[src/rtl/sal_cmd_sched_pkg.sv]
// Shared types and helpers for the channel command scheduler.
// Latency: n/a (types and constant functions only).
// Backpressure: n/a.
package sal_cmd_sched_pkg;

  // DRAM command bus encoding.
  typedef enum logic [2:0] {
    CMD_NOP = 3'd0,
    CMD_ACT = 3'd1,
    CMD_RD  = 3'd2,
    CMD_WR  = 3'd3,
    CMD_PRE = 3'd4,
    CMD_REF = 3'd5
  } cmd_e;

  localparam int CMD_W   = 3;
  localparam int T_W_DEF = 8;
  localparam int FAW_ACTS = 4;

  // Bank-id width for a given bank count (at least one bit).
  function automatic int bank_w(input int n);
    return (n > 1) ? $clog2(n) : 1;
  endfunction

  function automatic int max_w(input int a, input int b);
    return (a > b) ? a : b;
  endfunction

endpackage

[src/rtl/sal_cmd_sched_if.sv]
// Request/grant and command-bus bundle between bank controllers and the scheduler.
// Latency: n/a (wiring only).
// Backpressure: none; grants are the only flow control back to the banks.
interface sal_cmd_sched_if
  import sal_cmd_sched_pkg::*;
#(
  parameter int NUM_BANKS = 4,
  parameter int RA_W      = 16,
  parameter int CA_W      = 10
) ();

  localparam int BW = bank_w(NUM_BANKS);
  localparam int AW = max_w(RA_W, CA_W);

  logic [NUM_BANKS-1:0]      act_req_i;
  logic [NUM_BANKS-1:0]      rd_req_i;
  logic [NUM_BANKS-1:0]      wr_req_i;
  logic [NUM_BANKS-1:0]      pre_req_i;
  logic [NUM_BANKS-1:0]      ref_req_i;
  logic [NUM_BANKS*RA_W-1:0] ra_i;
  logic [NUM_BANKS*CA_W-1:0] ca_i;

  logic [NUM_BANKS-1:0]      act_gnt_o;
  logic [NUM_BANKS-1:0]      rd_gnt_o;
  logic [NUM_BANKS-1:0]      wr_gnt_o;
  logic [NUM_BANKS-1:0]      pre_gnt_o;
  logic [NUM_BANKS-1:0]      ref_gnt_o;

  logic                      cmd_valid_o;
  logic [CMD_W-1:0]          cmd_o;
  logic [BW-1:0]             cmd_ba_o;
  logic [AW-1:0]             cmd_addr_o;

  // Bank-controller side.
  modport master (
    output act_req_i, rd_req_i, wr_req_i, pre_req_i, ref_req_i, ra_i, ca_i,
    input  act_gnt_o, rd_gnt_o, wr_gnt_o, pre_gnt_o, ref_gnt_o,
    input  cmd_valid_o, cmd_o, cmd_ba_o, cmd_addr_o
  );

  // Scheduler side.
  modport slave (
    input  act_req_i, rd_req_i, wr_req_i, pre_req_i, ref_req_i, ra_i, ca_i,
    output act_gnt_o, rd_gnt_o, wr_gnt_o, pre_gnt_o, ref_gnt_o,
    output cmd_valid_o, cmd_o, cmd_ba_o, cmd_addr_o
  );

endinterface

[src/rtl/sal_rr_arb.sv]
// Round-robin picker: first set request at or after ptr, wrapping (N power of 2).
// Latency: combinational.
// Backpressure: none; caller decides whether the pick is used.
module sal_rr_arb
  import sal_cmd_sched_pkg::*;
#(
  parameter int N = 4
) (
  input  logic [N-1:0]         req,
  input  logic [bank_w(N)-1:0] ptr,
  output logic [N-1:0]         gnt,
  output logic [bank_w(N)-1:0] idx,
  output logic                 any
);

  localparam int BW = bank_w(N);

  logic [BW-1:0] cand;

  // Scan from the pointer upward; the bank-id width wraps the scan modulo N.
  always_comb begin
    gnt  = '0;
    idx  = '0;
    any  = 1'b0;
    cand = '0;
    for (int i = 0; i < N; i++) begin
      cand = ptr + BW'(i);
      if (!any && req[cand]) begin
        any      = 1'b1;
        idx      = cand;
        gnt[cand] = 1'b1;
      end
    end
  end

endmodule

[src/rtl/sal_cmd_sched.sv]
// Channel command scheduler: one grant per cycle across banks, tRRD/tCCD/tWTR/tRTW (+tFAW with SAL_TFAW_EN).
// Latency: grants combinational in the request cycle; command bus registered, valid the next cycle.
// Backpressure: ineligible or losing requests simply see no grant and must hold until granted.
module sal_cmd_sched
  import sal_cmd_sched_pkg::*;
#(
  parameter int NUM_BANKS = 4,
  parameter int RA_W      = 16,
  parameter int CA_W      = 10,
  parameter int T_W       = T_W_DEF
) (
  input  logic           clk,
  input  logic           rst_n,
  sal_cmd_sched_if.slave bus,
  input  logic [T_W-1:0] t_rrd_m1_i,
  input  logic [T_W-1:0] t_ccd_m1_i,
  input  logic [T_W-1:0] t_wtr_m1_i,
  input  logic [T_W-1:0] t_rtw_m1_i
`ifdef SAL_TFAW_EN
  ,
  input  logic [T_W-1:0] t_faw_m1_i
`endif
);

  localparam int BW = bank_w(NUM_BANKS);
  localparam int AW = max_w(RA_W, CA_W);

  logic [T_W-1:0]       rrd_cnt, ccd_cnt, wtr_cnt, rtw_cnt;
  logic                 rrd_met, ccd_met, wtr_met, rtw_met, faw_ok;
  logic [NUM_BANKS-1:0] rd_elig, wr_elig, act_elig, col_req, row_req, col_gnt, row_gnt;
  logic [BW-1:0]        col_ptr, row_ptr, col_idx, row_idx, win_ba;
  logic                 col_any, row_any;
  cmd_e                 row_cmd, win_cmd;
  logic [AW-1:0]        win_addr;

  function automatic logic [T_W-1:0] cnt_next(input logic load, input logic [T_W-1:0] m1,
                                              input logic [T_W-1:0] cnt);
    if (load) return m1;
    if (cnt != '0) return cnt - T_W'(1);
    return cnt;
  endfunction

  assign rrd_met = (rrd_cnt == '0);
  assign ccd_met = (ccd_cnt == '0);
  assign wtr_met = (wtr_cnt == '0);
  assign rtw_met = (rtw_cnt == '0);

  // Mask requests by timing and pick the row class (REF > PRE > ACT) before arbitration.
  always_comb begin
    rd_elig  = bus.rd_req_i  & {NUM_BANKS{ccd_met & wtr_met}};
    wr_elig  = bus.wr_req_i  & {NUM_BANKS{ccd_met & rtw_met}};
    act_elig = bus.act_req_i & {NUM_BANKS{rrd_met & faw_ok}};
    col_req  = rd_elig | wr_elig;
    row_req  = '0;
    row_cmd  = CMD_NOP;
    if (|bus.ref_req_i) begin
      row_req = bus.ref_req_i;
      row_cmd = CMD_REF;
    end else if (|bus.pre_req_i) begin
      row_req = bus.pre_req_i;
      row_cmd = CMD_PRE;
    end else if (|act_elig) begin
      row_req = act_elig;
      row_cmd = CMD_ACT;
    end
  end

  sal_rr_arb #(.N(NUM_BANKS)) u_col_arb (
    .req (col_req), .ptr (col_ptr), .gnt (col_gnt), .idx (col_idx), .any (col_any)
  );

  sal_rr_arb #(.N(NUM_BANKS)) u_row_arb (
    .req (row_req), .ptr (row_ptr), .gnt (row_gnt), .idx (row_idx), .any (row_any)
  );

  // Column class beats row class; RD wins if a bank offers both RD and WR. No grants in reset.
  always_comb begin
    bus.act_gnt_o = '0;
    bus.rd_gnt_o  = '0;
    bus.wr_gnt_o  = '0;
    bus.pre_gnt_o = '0;
    bus.ref_gnt_o = '0;
    win_cmd       = CMD_NOP;
    win_ba        = '0;
    if (rst_n) begin
      if (col_any) begin
        win_ba = col_idx;
        if (rd_elig[col_idx]) begin
          bus.rd_gnt_o = col_gnt;
          win_cmd      = CMD_RD;
        end else begin
          bus.wr_gnt_o = col_gnt;
          win_cmd      = CMD_WR;
        end
      end else if (row_any) begin
        win_ba  = row_idx;
        win_cmd = row_cmd;
        case (row_cmd)
          CMD_REF: bus.ref_gnt_o = row_gnt;
          CMD_PRE: bus.pre_gnt_o = row_gnt;
          default: bus.act_gnt_o = row_gnt;
        endcase
      end
    end
  end

  // Address for the bus: row address on ACT, column address on RD/WR, zero otherwise.
  always_comb begin
    win_addr = '0;
    case (win_cmd)
      CMD_ACT:        win_addr = AW'(bus.ra_i[win_ba*RA_W +: RA_W]);
      CMD_RD, CMD_WR: win_addr = AW'(bus.ca_i[win_ba*CA_W +: CA_W]);
      default:        win_addr = '0;
    endcase
  end

  // Inter-bank timing counters: load on the relevant issue, else count down to zero.
  always_ff @(posedge clk) begin
    if (!rst_n) begin
      rrd_cnt <= '0;
      ccd_cnt <= '0;
      wtr_cnt <= '0;
      rtw_cnt <= '0;
    end else begin
      rrd_cnt <= cnt_next(win_cmd == CMD_ACT, t_rrd_m1_i, rrd_cnt);
      ccd_cnt <= cnt_next(win_cmd == CMD_RD || win_cmd == CMD_WR, t_ccd_m1_i, ccd_cnt);
      wtr_cnt <= cnt_next(win_cmd == CMD_WR, t_wtr_m1_i, wtr_cnt);
      rtw_cnt <= cnt_next(win_cmd == CMD_RD, t_rtw_m1_i, rtw_cnt);
    end
  end

`ifdef SAL_TFAW_EN
  logic [T_W-1:0] faw_cnt [FAW_ACTS];
  logic [1:0]     faw_slot;

  // ACT allowed while any window slot is idle; the lowest idle slot takes the next ACT.
  always_comb begin
    faw_ok   = 1'b0;
    faw_slot = '0;
    for (int i = FAW_ACTS - 1; i >= 0; i--) begin
      if (faw_cnt[i] == '0) begin
        faw_ok   = 1'b1;
        faw_slot = 2'(i);
      end
    end
  end

  // Four-activate window: each slot counts down from tFAW-1 after the ACT it recorded.
  always_ff @(posedge clk) begin
    for (int i = 0; i < FAW_ACTS; i++) begin
      if (!rst_n) faw_cnt[i] <= '0;
      else faw_cnt[i] <= cnt_next(win_cmd == CMD_ACT && faw_slot == 2'(i), t_faw_m1_i, faw_cnt[i]);
    end
  end
`else
  assign faw_ok = 1'b1;
`endif

  // Round-robin pointers move past the winner only when their own class wins.
  always_ff @(posedge clk) begin
    if (!rst_n) begin
      col_ptr <= '0;
      row_ptr <= '0;
    end else if (win_cmd == CMD_RD || win_cmd == CMD_WR) begin
      col_ptr <= col_idx + BW'(1);
    end else if (win_cmd != CMD_NOP) begin
      row_ptr <= row_idx + BW'(1);
    end
  end

  // Registered command bus toward the PHY.
  always_ff @(posedge clk) begin
    if (!rst_n) begin
      bus.cmd_valid_o <= 1'b0;
      bus.cmd_o       <= '0;
      bus.cmd_ba_o    <= '0;
      bus.cmd_addr_o  <= '0;
    end else begin
      bus.cmd_valid_o <= (win_cmd != CMD_NOP);
      bus.cmd_o       <= win_cmd;
      bus.cmd_ba_o    <= win_ba;
      bus.cmd_addr_o  <= win_addr;
    end
  end

endmodule
[src/flat_wrapper.sv]
// flat-port wrapper written by rule: the top's interface ports become plain ports
module sal_cmd_sched_flat import sal_cmd_sched_pkg::*;
#(
  parameter int NUM_BANKS = 4,
  parameter int RA_W      = 16,
  parameter int CA_W      = 10,
  parameter int T_W       = T_W_DEF
)
  (clk, rst_n, t_rrd_m1_i, t_ccd_m1_i, t_wtr_m1_i, t_rtw_m1_i, bus_act_req_i, bus_rd_req_i, bus_wr_req_i, bus_pre_req_i, bus_ref_req_i, bus_ra_i, bus_ca_i, bus_act_gnt_o, bus_rd_gnt_o, bus_wr_gnt_o, bus_pre_gnt_o, bus_ref_gnt_o, bus_cmd_valid_o, bus_cmd_o, bus_cmd_ba_o, bus_cmd_addr_o);
  sal_cmd_sched_if #(.NUM_BANKS(NUM_BANKS), .RA_W(RA_W), .CA_W(CA_W)) bus_i ();
  input  logic clk;
  input  logic rst_n;
  input  logic [T_W-1:0] t_rrd_m1_i;
  input  logic [T_W-1:0] t_ccd_m1_i;
  input  logic [T_W-1:0] t_wtr_m1_i;
  input  logic [T_W-1:0] t_rtw_m1_i;
  input wire logic [$bits(bus_i.act_req_i)-1:0] bus_act_req_i;
  input wire logic [$bits(bus_i.rd_req_i)-1:0] bus_rd_req_i;
  input wire logic [$bits(bus_i.wr_req_i)-1:0] bus_wr_req_i;
  input wire logic [$bits(bus_i.pre_req_i)-1:0] bus_pre_req_i;
  input wire logic [$bits(bus_i.ref_req_i)-1:0] bus_ref_req_i;
  input wire logic [$bits(bus_i.ra_i)-1:0] bus_ra_i;
  input wire logic [$bits(bus_i.ca_i)-1:0] bus_ca_i;
  output wire logic [$bits(bus_i.act_gnt_o)-1:0] bus_act_gnt_o;
  output wire logic [$bits(bus_i.rd_gnt_o)-1:0] bus_rd_gnt_o;
  output wire logic [$bits(bus_i.wr_gnt_o)-1:0] bus_wr_gnt_o;
  output wire logic [$bits(bus_i.pre_gnt_o)-1:0] bus_pre_gnt_o;
  output wire logic [$bits(bus_i.ref_gnt_o)-1:0] bus_ref_gnt_o;
  output wire logic [$bits(bus_i.cmd_valid_o)-1:0] bus_cmd_valid_o;
  output wire logic [$bits(bus_i.cmd_o)-1:0] bus_cmd_o;
  output wire logic [$bits(bus_i.cmd_ba_o)-1:0] bus_cmd_ba_o;
  output wire logic [$bits(bus_i.cmd_addr_o)-1:0] bus_cmd_addr_o;
  assign bus_i.act_req_i = bus_act_req_i;
  assign bus_i.rd_req_i = bus_rd_req_i;
  assign bus_i.wr_req_i = bus_wr_req_i;
  assign bus_i.pre_req_i = bus_pre_req_i;
  assign bus_i.ref_req_i = bus_ref_req_i;
  assign bus_i.ra_i = bus_ra_i;
  assign bus_i.ca_i = bus_ca_i;
  assign bus_act_gnt_o = bus_i.act_gnt_o;
  assign bus_rd_gnt_o = bus_i.rd_gnt_o;
  assign bus_wr_gnt_o = bus_i.wr_gnt_o;
  assign bus_pre_gnt_o = bus_i.pre_gnt_o;
  assign bus_ref_gnt_o = bus_i.ref_gnt_o;
  assign bus_cmd_valid_o = bus_i.cmd_valid_o;
  assign bus_cmd_o = bus_i.cmd_o;
  assign bus_cmd_ba_o = bus_i.cmd_ba_o;
  assign bus_cmd_addr_o = bus_i.cmd_addr_o;
  sal_cmd_sched #(.NUM_BANKS(NUM_BANKS), .RA_W(RA_W), .CA_W(CA_W), .T_W(T_W)) u_core (.clk(clk), .rst_n(rst_n), .bus(bus_i), .t_rrd_m1_i(t_rrd_m1_i), .t_ccd_m1_i(t_ccd_m1_i), .t_wtr_m1_i(t_wtr_m1_i), .t_rtw_m1_i(t_rtw_m1_i));
endmodule
[config.mk]
export PLATFORM = sky130hd
export DESIGN_NAME = sal_cmd_sched_flat
export DESIGN_NICKNAME = d
export VERILOG_FILES = /design/src/rtl/sal_cmd_sched_pkg.sv /design/src/rtl/sal_cmd_sched_if.sv /design/src/rtl/sal_rr_arb.sv /design/src/rtl/sal_cmd_sched.sv /design/src/flat_wrapper.sv
export SDC_FILE = /design/constraint.sdc
export NUM_CORES = 1
export LEC_CHECK = 0
export BUFFER_PORTS_ARGS = -buffer_cell sky130_fd_sc_hd__buf_2
export CAP_MARGIN = 20
export CORE_ASPECT_RATIO = 1.5
export CORE_MARGIN = 5
export CORE_UTILIZATION = 50
export CTS_CLUSTER_SIZE = 25
export DETAILED_ROUTE_END_ITERATION = 16
export GPL_TIMING_DRIVEN = 1
export PLACE_DENSITY_LB_ADDON = 0.08
export SYNTH_ARGS = -nofsm -noshare
export SYNTH_HDL_FRONTEND = slang
export SYNTH_SLANG_ARGS = --single-unit
[constraint.sdc]
create_clock -name clk -period 7.5 [get_ports clk]
set_input_delay 2.25 -clock clk [delete_from_list [all_inputs] [get_ports clk]]
set_output_delay 2.25 -clock clk [all_outputs]
set_load 0.03 [all_outputs]
* Yosys cells after proc, flatten, opt, wreduce, memory -nomap -nowiden *
Index checks and enable logic that the tools add are counted.

storage, ports and cells
  ROM bits = 0
  output and inout port bits = 42
  memories kept = 0
  word-level logic and storage cells = 226
  bits in latches = 0
  bits of input ports = 158
  RAM bits = 0
  flip-flop bits (word level) = 58

operators by class
  bitwise operators = 13
  $add $sub $neg = 12
  $mul = 1
  multiplexer cells = 126
  shift operators = 2
  reductions and logical operators = 40
  order comparisons = 17
  divide/modulo/power cells = 0
  equal/unequal tests = 5

operator list
  kind                   count
  $mux W8                16
  $mux W4                29
  $shiftx A64 B7 Y16     1
  $mux W1                47
  $shiftx A40 B7 Y10     1
  $logic_not A8 Y1       4
  $pmux W16 S2           1
  $reduce_bool A8 Y1     4
  $sub A8 B1 Y8 const B  4
  $or A4 B4 Y4           7
  $lt A2 B3 Y1 const B   9
  $mux W2                11
  $bmux W1 S2            9
  $demux W1 S2           8
  $ge A2 B1 Y1 const B   8
  $mux W3                5
  $logic_and A1 B1 Y1    14
  $and A4 B4 Y4          3
  $reduce_or A4 Y1       3
  $add A2 B1 Y2 const B  4
  $add A2 B2 Y2 const B  4
  $reduce_bool A2 Y1     4
  $eq A3 B2 Y1 const B   2
  $eq A3 B3 Y1 const B   2
  other kinds (9)        16

* Depth between registers and ports, before layout *
  word-level depth = 29
  mapped depth = 14
  mapped depth without buffers = 12

* Hierarchy *
From an unflattened synthesis, not the netlist that was laid out.

second synthesis, totals
  cell total of the unflattened synthesis = 559
  area, all modules = 4,575.6 um^2

by module, submodules not included
  module                         area each (um^2)  sequential area each (um^2)  cells an instance  instances
  sal_cmd_sched                  3,734.8           1,161.1                      469                1
  sal_rr_arb (u_core.u_col_arb)  421.7             0.0                          45                 1
  sal_rr_arb (u_core.u_row_arb)  419.2             0.0                          45                 1

* Least setup slack after synthesis *
Ideal clock, no wire load.

  path type = in2out
  start = input port bus_wr_req_i[2]
  end = output port bus_wr_gnt_o[0]
  cell stages on the path = 10
  data arrival time = 5,326 ps
  path slack = -76 ps
  path buffers = 0
  data required time = 5,250 ps
  cell sequence = inv_1 or4_4 nand2_1 nor3_1 a221o_2 o41ai_4 mux2_4 nand2_1 a21boi_4 nor3b_1

between the ends
  cells in the longest elaborated chain, start to end = 19
  elaborated cells on any way between the ends = 36
  classes of those cells = 25 x mux; 5 x bitwise; 6 x reduce/logical

ends and longest elaborated chain
  item                           line                 text
  start, declared                flat_wrapper.sv:19   input wire logic [$bits(bus_i.wr_req_i)-1:0] bus_wr_req_i;
  $and A4 B4 Y4 (*)              sal_cmd_sched.sv:51  wr_elig = bus.wr_req_i & {NUM_BANKS{ccd_met & rtw_met}};
  $or A4 B4 Y4 (*)               sal_cmd_sched.sv:53  col_req = rd_elig | wr_elig;
  $bmux W1 S2                    sal_rr_arb.sv:28     if (!any && req[cand]) begin
  $mux W1 (implied by the code)  sal_rr_arb.sv:28
  $mux W1                        sal_rr_arb.sv:28
  $logic_not A1 Y1               sal_rr_arb.sv:28
  $logic_and A1 B1 Y1            sal_rr_arb.sv:28
  $mux W1                        sal_rr_arb.sv:28
  [... 3 more ...]               n/a
  $logic_not A1 Y1               sal_rr_arb.sv:28
  $logic_and A1 B1 Y1            sal_rr_arb.sv:28
  $mux W2                        sal_rr_arb.sv:28
  $bmux W1 S2                    sal_cmd_sched.sv:88  if (rd_elig[col_idx]) begin
  $mux W1 (implied by the code)  sal_cmd_sched.sv:88
  $mux W4                        sal_cmd_sched.sv:88
  $mux W4 (*)                    sal_cmd_sched.sv:86  if (col_any) begin
  $mux W4 (*)                    sal_cmd_sched.sv:85  if (rst_n) begin
  end, declared                  flat_wrapper.sv:26   output wire logic [$bits(bus_i.wr_gnt_o)-1:0] bus_wr_gnt_o;

Mark *: on every way between the ends. The rest lies on a longest branch, timed or not. The select of a mux whose other input is x is not followed.

* Worst setup path in the final report *
  start = input port bus_wr_req_i[2]
  end = output port bus_rd_gnt_o[1]

between the ends
  cells in the longest elaborated chain, start to end = 19
  elaborated cells on any way between the ends = 36
  classes of those cells = 25 x mux; 5 x bitwise; 6 x reduce/logical

ends and longest elaborated chain
  item                           line                 text
  $and A4 B4 Y4 (*)              sal_cmd_sched.sv:51
  $or A4 B4 Y4 (*)               sal_cmd_sched.sv:53
  $bmux W1 S2                    sal_rr_arb.sv:28
  $mux W1 (implied by the code)  sal_rr_arb.sv:28
  $mux W1                        sal_rr_arb.sv:28
  $logic_not A1 Y1               sal_rr_arb.sv:28
  $logic_and A1 B1 Y1            sal_rr_arb.sv:28
  $mux W1                        sal_rr_arb.sv:28
  [... 3 more ...]               n/a
  $logic_not A1 Y1               sal_rr_arb.sv:28
  $logic_and A1 B1 Y1            sal_rr_arb.sv:28
  $mux W2                        sal_rr_arb.sv:28
  $bmux W1 S2                    sal_cmd_sched.sv:88
  $mux W1 (implied by the code)  sal_cmd_sched.sv:88
  $mux W4                        sal_cmd_sched.sv:88
  $mux W4 (*)                    sal_cmd_sched.sv:86
  $mux W4 (*)                    sal_cmd_sched.sv:85
  end, declared                  flat_wrapper.sv:25   output wire logic [$bits(bus_i.rd_gnt_o)-1:0] bus_rd_gnt_o;

Marked as above.

==> impl_metrics.tcl <==
set metrics [dict create \
    die_area_mm2 0.0123 \
    drc_errors 0 \
    cts_buffer_depth 2 \
    max-vdd-ir-drop_v 0.000209 \
    finalSetupViolCount 0 \
    max_stage_delay_ps 540 \
    holdBufCountCts 0 \
    syn_inst 623 \
    nNetsFinal 1013 \
    worstPathBufferInverterCount 3 \
    io_pins 200 \
    clock_latency_ps 330 \
    grt_pass1_wl_mm 27.5 \
    diodes 0 \
    grt_pass1_vias 5650 \
    fin_crit_ps 7390 \
    routedWlPerCell_um 18.0 \
    numCtsBuffers 9 \
    power_density_mw_per_mm2 396 \
    postRouteAntennaNets 0 \
    status "complete, no violations" \
    leakage_nw 3.27 \
    synth-seq-cells 58 \
    cp_top_family "compound AO/OA/AOI/OAI gates" \
    end_kind "primary output" \
    regArea_mm2 0.00116 \
    rsz0062_at_grt "no" \
    crit_type "primary input to primary output" \
    syn_area_mm2 0.00509 \
    crit_path_frequent_cell "buf_2" \
    fmax_mhz 135 \
    die_h_um 134 \
    cts.sinks 58 \
    overflow 0 \
    cap_violations 0 \
    cp_cell_sequence "buf_2 > inv_1 > or4_4 > a2111o_1 > a2111oi_4 > a221o_2 > o41ai_4 > mux2_4 > nand2_1 > a21boi_4 > and3_1 > buf_2" \
    ys_seq_area_frac 0.228 \
    layout-drive-gt1-share 0.343 \
    tightest_slew_ps 994 \
    clk_pin_slew_worst_paths_ps 50 \
    io_buffers 199 \
    final_core_util 0.660 \
    rows 45 \
    synth_ff_type "dfxtp_1" \
    maxSlewViolCount 0 \
    async_flop_share 0 \
    firstDrtPassIters 5 \
    synth_edf_count 0 \
    fin_crit_sh 0.985 \
    nFillCells 888 \
    first_iter_violations 304 \
    min_path_type "register to register" \
    fp.coreArea_mm2 0.0100 \
    slowest_stage "or4_4" \
    hold_violations 0 \
    routed_wl_mm 17.2 \
    skew_ps 6.42 \
    syn-num-nets 805 \
    multi_input_area_mm2 0.00368 \
    required_ps 5250 \
    area_growth_pct 30.0 \
    start_kind "primary input" \
    yosysUniqueCellTypes 75 \
    viasPerCell 5.92 \
    h-tree-depth 3 \
    relSlewSlack 0.334 \
    grt_antenna_before_repair 0 \
    initial_core_util 0.508 \
    die_w_um 92.4 \
    postSynthAreaPerCell_um2 8.17 \
    clockRootBuffer "clkbuf_16" \
    arrival_ps 5140 \
    grt_usage 0.273 \
    gp_congestion 0.905 \
    yosysWarnings 0 \
    dp_hpwl_mm 13.7 \
    cts_tree "yes" \
    total_power_mw 2.62 \
    path_max_fanout 9 \
    grt_max_degree 51 \
    vias 5641 \
]
## worst paths after layout
path | cells past startpoint | endpoint | startpoint | slack, ps
worst min register to register | 2 | u_core.ccd_cnt[1] | u_core.ccd_cnt[1] | 500
worst max register to register | 12 | u_core.bus.cmd_addr_o[5] | u_core.rtw_cnt[2] | 2870
worst min-delay path | 2 | u_core.ccd_cnt[1] | u_core.ccd_cnt[1] | 500
worst max-delay path | 12 | bus_rd_gnt_o[1] | bus_wr_req_i[2] | 110
## synth_stat cells, types with 6 or more instances
library cell | count | share of area
ha_1 | 24 | 0.059
or3_1 | 6 | 0.0074
buf_2 | 7 | 0.0069
o21ai_0 | 18 | 0.018
nor2b_1 | 15 | 0.018
o22ai_1 | 10 | 0.012
inv_1 | 33 | 0.024
nand2_1 | 58 | 0.043
and3_1 | 10 | 0.012
nor4_1 | 9 | 0.011
dfxtp_1 | 58 | 0.23
a22oi_1 | 17 | 0.025
a21oi_1 | 26 | 0.026
a31oi_1 | 14 | 0.017
xnor2_1 | 12 | 0.021
nor2_1 | 51 | 0.038
o221ai_1 | 10 | 0.017
a21boi_0 | 8 | 0.012
o21a_1 | 7 | 0.010
clkbuf_1 | 16 | 0.012
nor3_1 | 22 | 0.022
mux2i_1 | 46 | 0.090
xor2_1 | 8 | 0.014
mux2_2 | 17 | 0.038
nand3_1 | 18 | 0.018
## cell usage in the layout (no fill, tap or decap), drive strengths merged, types with 7 or more instances in the layout
cell type  synthesis  routed
buf                9     222
nand2             59      59
dfxtp             58      58
nor2              51      51
mux2i             46      46
inv               34      34
a21oi             27      27
ha                24      24
nor3              23      23
o21ai             21      21
mux2              19      19
nand3             18      18
a22oi             17      17
nor2b             15      15
a31oi             15      15
xnor2             12      12
nor4              11      11
and3              10      10
o22ai             10      10
o221ai            10      10
clkbuf            16      10
a21boi            10      10
xor2               8       8
o21a               7       7
## logic make-up after synthesis
kind of cell | count (synthesis) | share of synthesized area
compound gates | 173 | 0.264
xor+xnor | 20 | 0.0344
fa+ha+maj | 24 | 0.0590
buf+inv | 61 | 0.0504
flops | 58 | 0.228
mux | 68 | 0.147
simple gates | 219 | 0.217
## per-layer routing
| layer | share of wire | GRT usage |
|---|---|---|
| met1 | 0.37 | 0.294 |
| met3 | 0.060 | 0.0588 |
| met4 | 0.023 | 0.0835 |
| met2 | 0.54 | 0.521 |
| met5 | 0 | 0 |
## per-stage QoR
step	setup slack [ps]	setup TNS [ps]	cells	area (um2)	hold slack, ps
global placement	116	0	933	6270	486
detailed placement	82.0	0	933	6270	493
floorplan	-76.4	-290	623	5090	461
CTS	69.7	0	949	6590	498
finish	110	0	953	6620	498
global route	12.1	0	953	6620	530
## worst register-to-register path: stages, from the launching register on
cell and delay (ps):
dfxtp_1 330, or4_1 670, nor3_2 600, a22oi_1 340
buf_4 250, a31oi_2 450, nand2_1 100, buf_4 200
nor3_1 590, a21oi_4 250, buf_4 300, mux2i_1 230
o221ai_1 150
## state kept, by name, summed over array words and instances (netlist names)
name and cells:
u_core.rrd_cnt 8, u_core.bus.cmd_o 3, u_core.wtr_cnt 8, u_core.row_ptr 2, u_core.ccd_cnt 8, u_core.col_ptr 2, u_core.bus.cmd_valid_o 1, u_core.bus.cmd_ba_o 2
u_core.rtw_cnt 8, u_core.bus.cmd_addr_o 16
## final cells by class
type,instances,share of cell area
Multi-Input combinational cell,504,0.557
Tap cell,117,0.0221
Clock buffer,10,0.0361
Clock inverter,6,0.0121
Sequential cell,58,0.176
Inverter,36,0.0204
Timing Repair Buffer,222,0.177
## report_power, final
part | total (mW) | internal (mW) | switching [mW]
Combinational | 1.66 | 0.696 | 0.963
Sequential | 0.518 | 0.410 | 0.108
Clock | 0.444 | 0.297 | 0.147
## what timing repair did
| action | in CTS | in global routing |
|---|---|---|
| gates resized for setup | 0 | 1 |
| setup endpoints to repair | 0 | 19 |
| setup buffers | 0 | 4 |
Note: power is estimated with default switching activity, not from simulation.
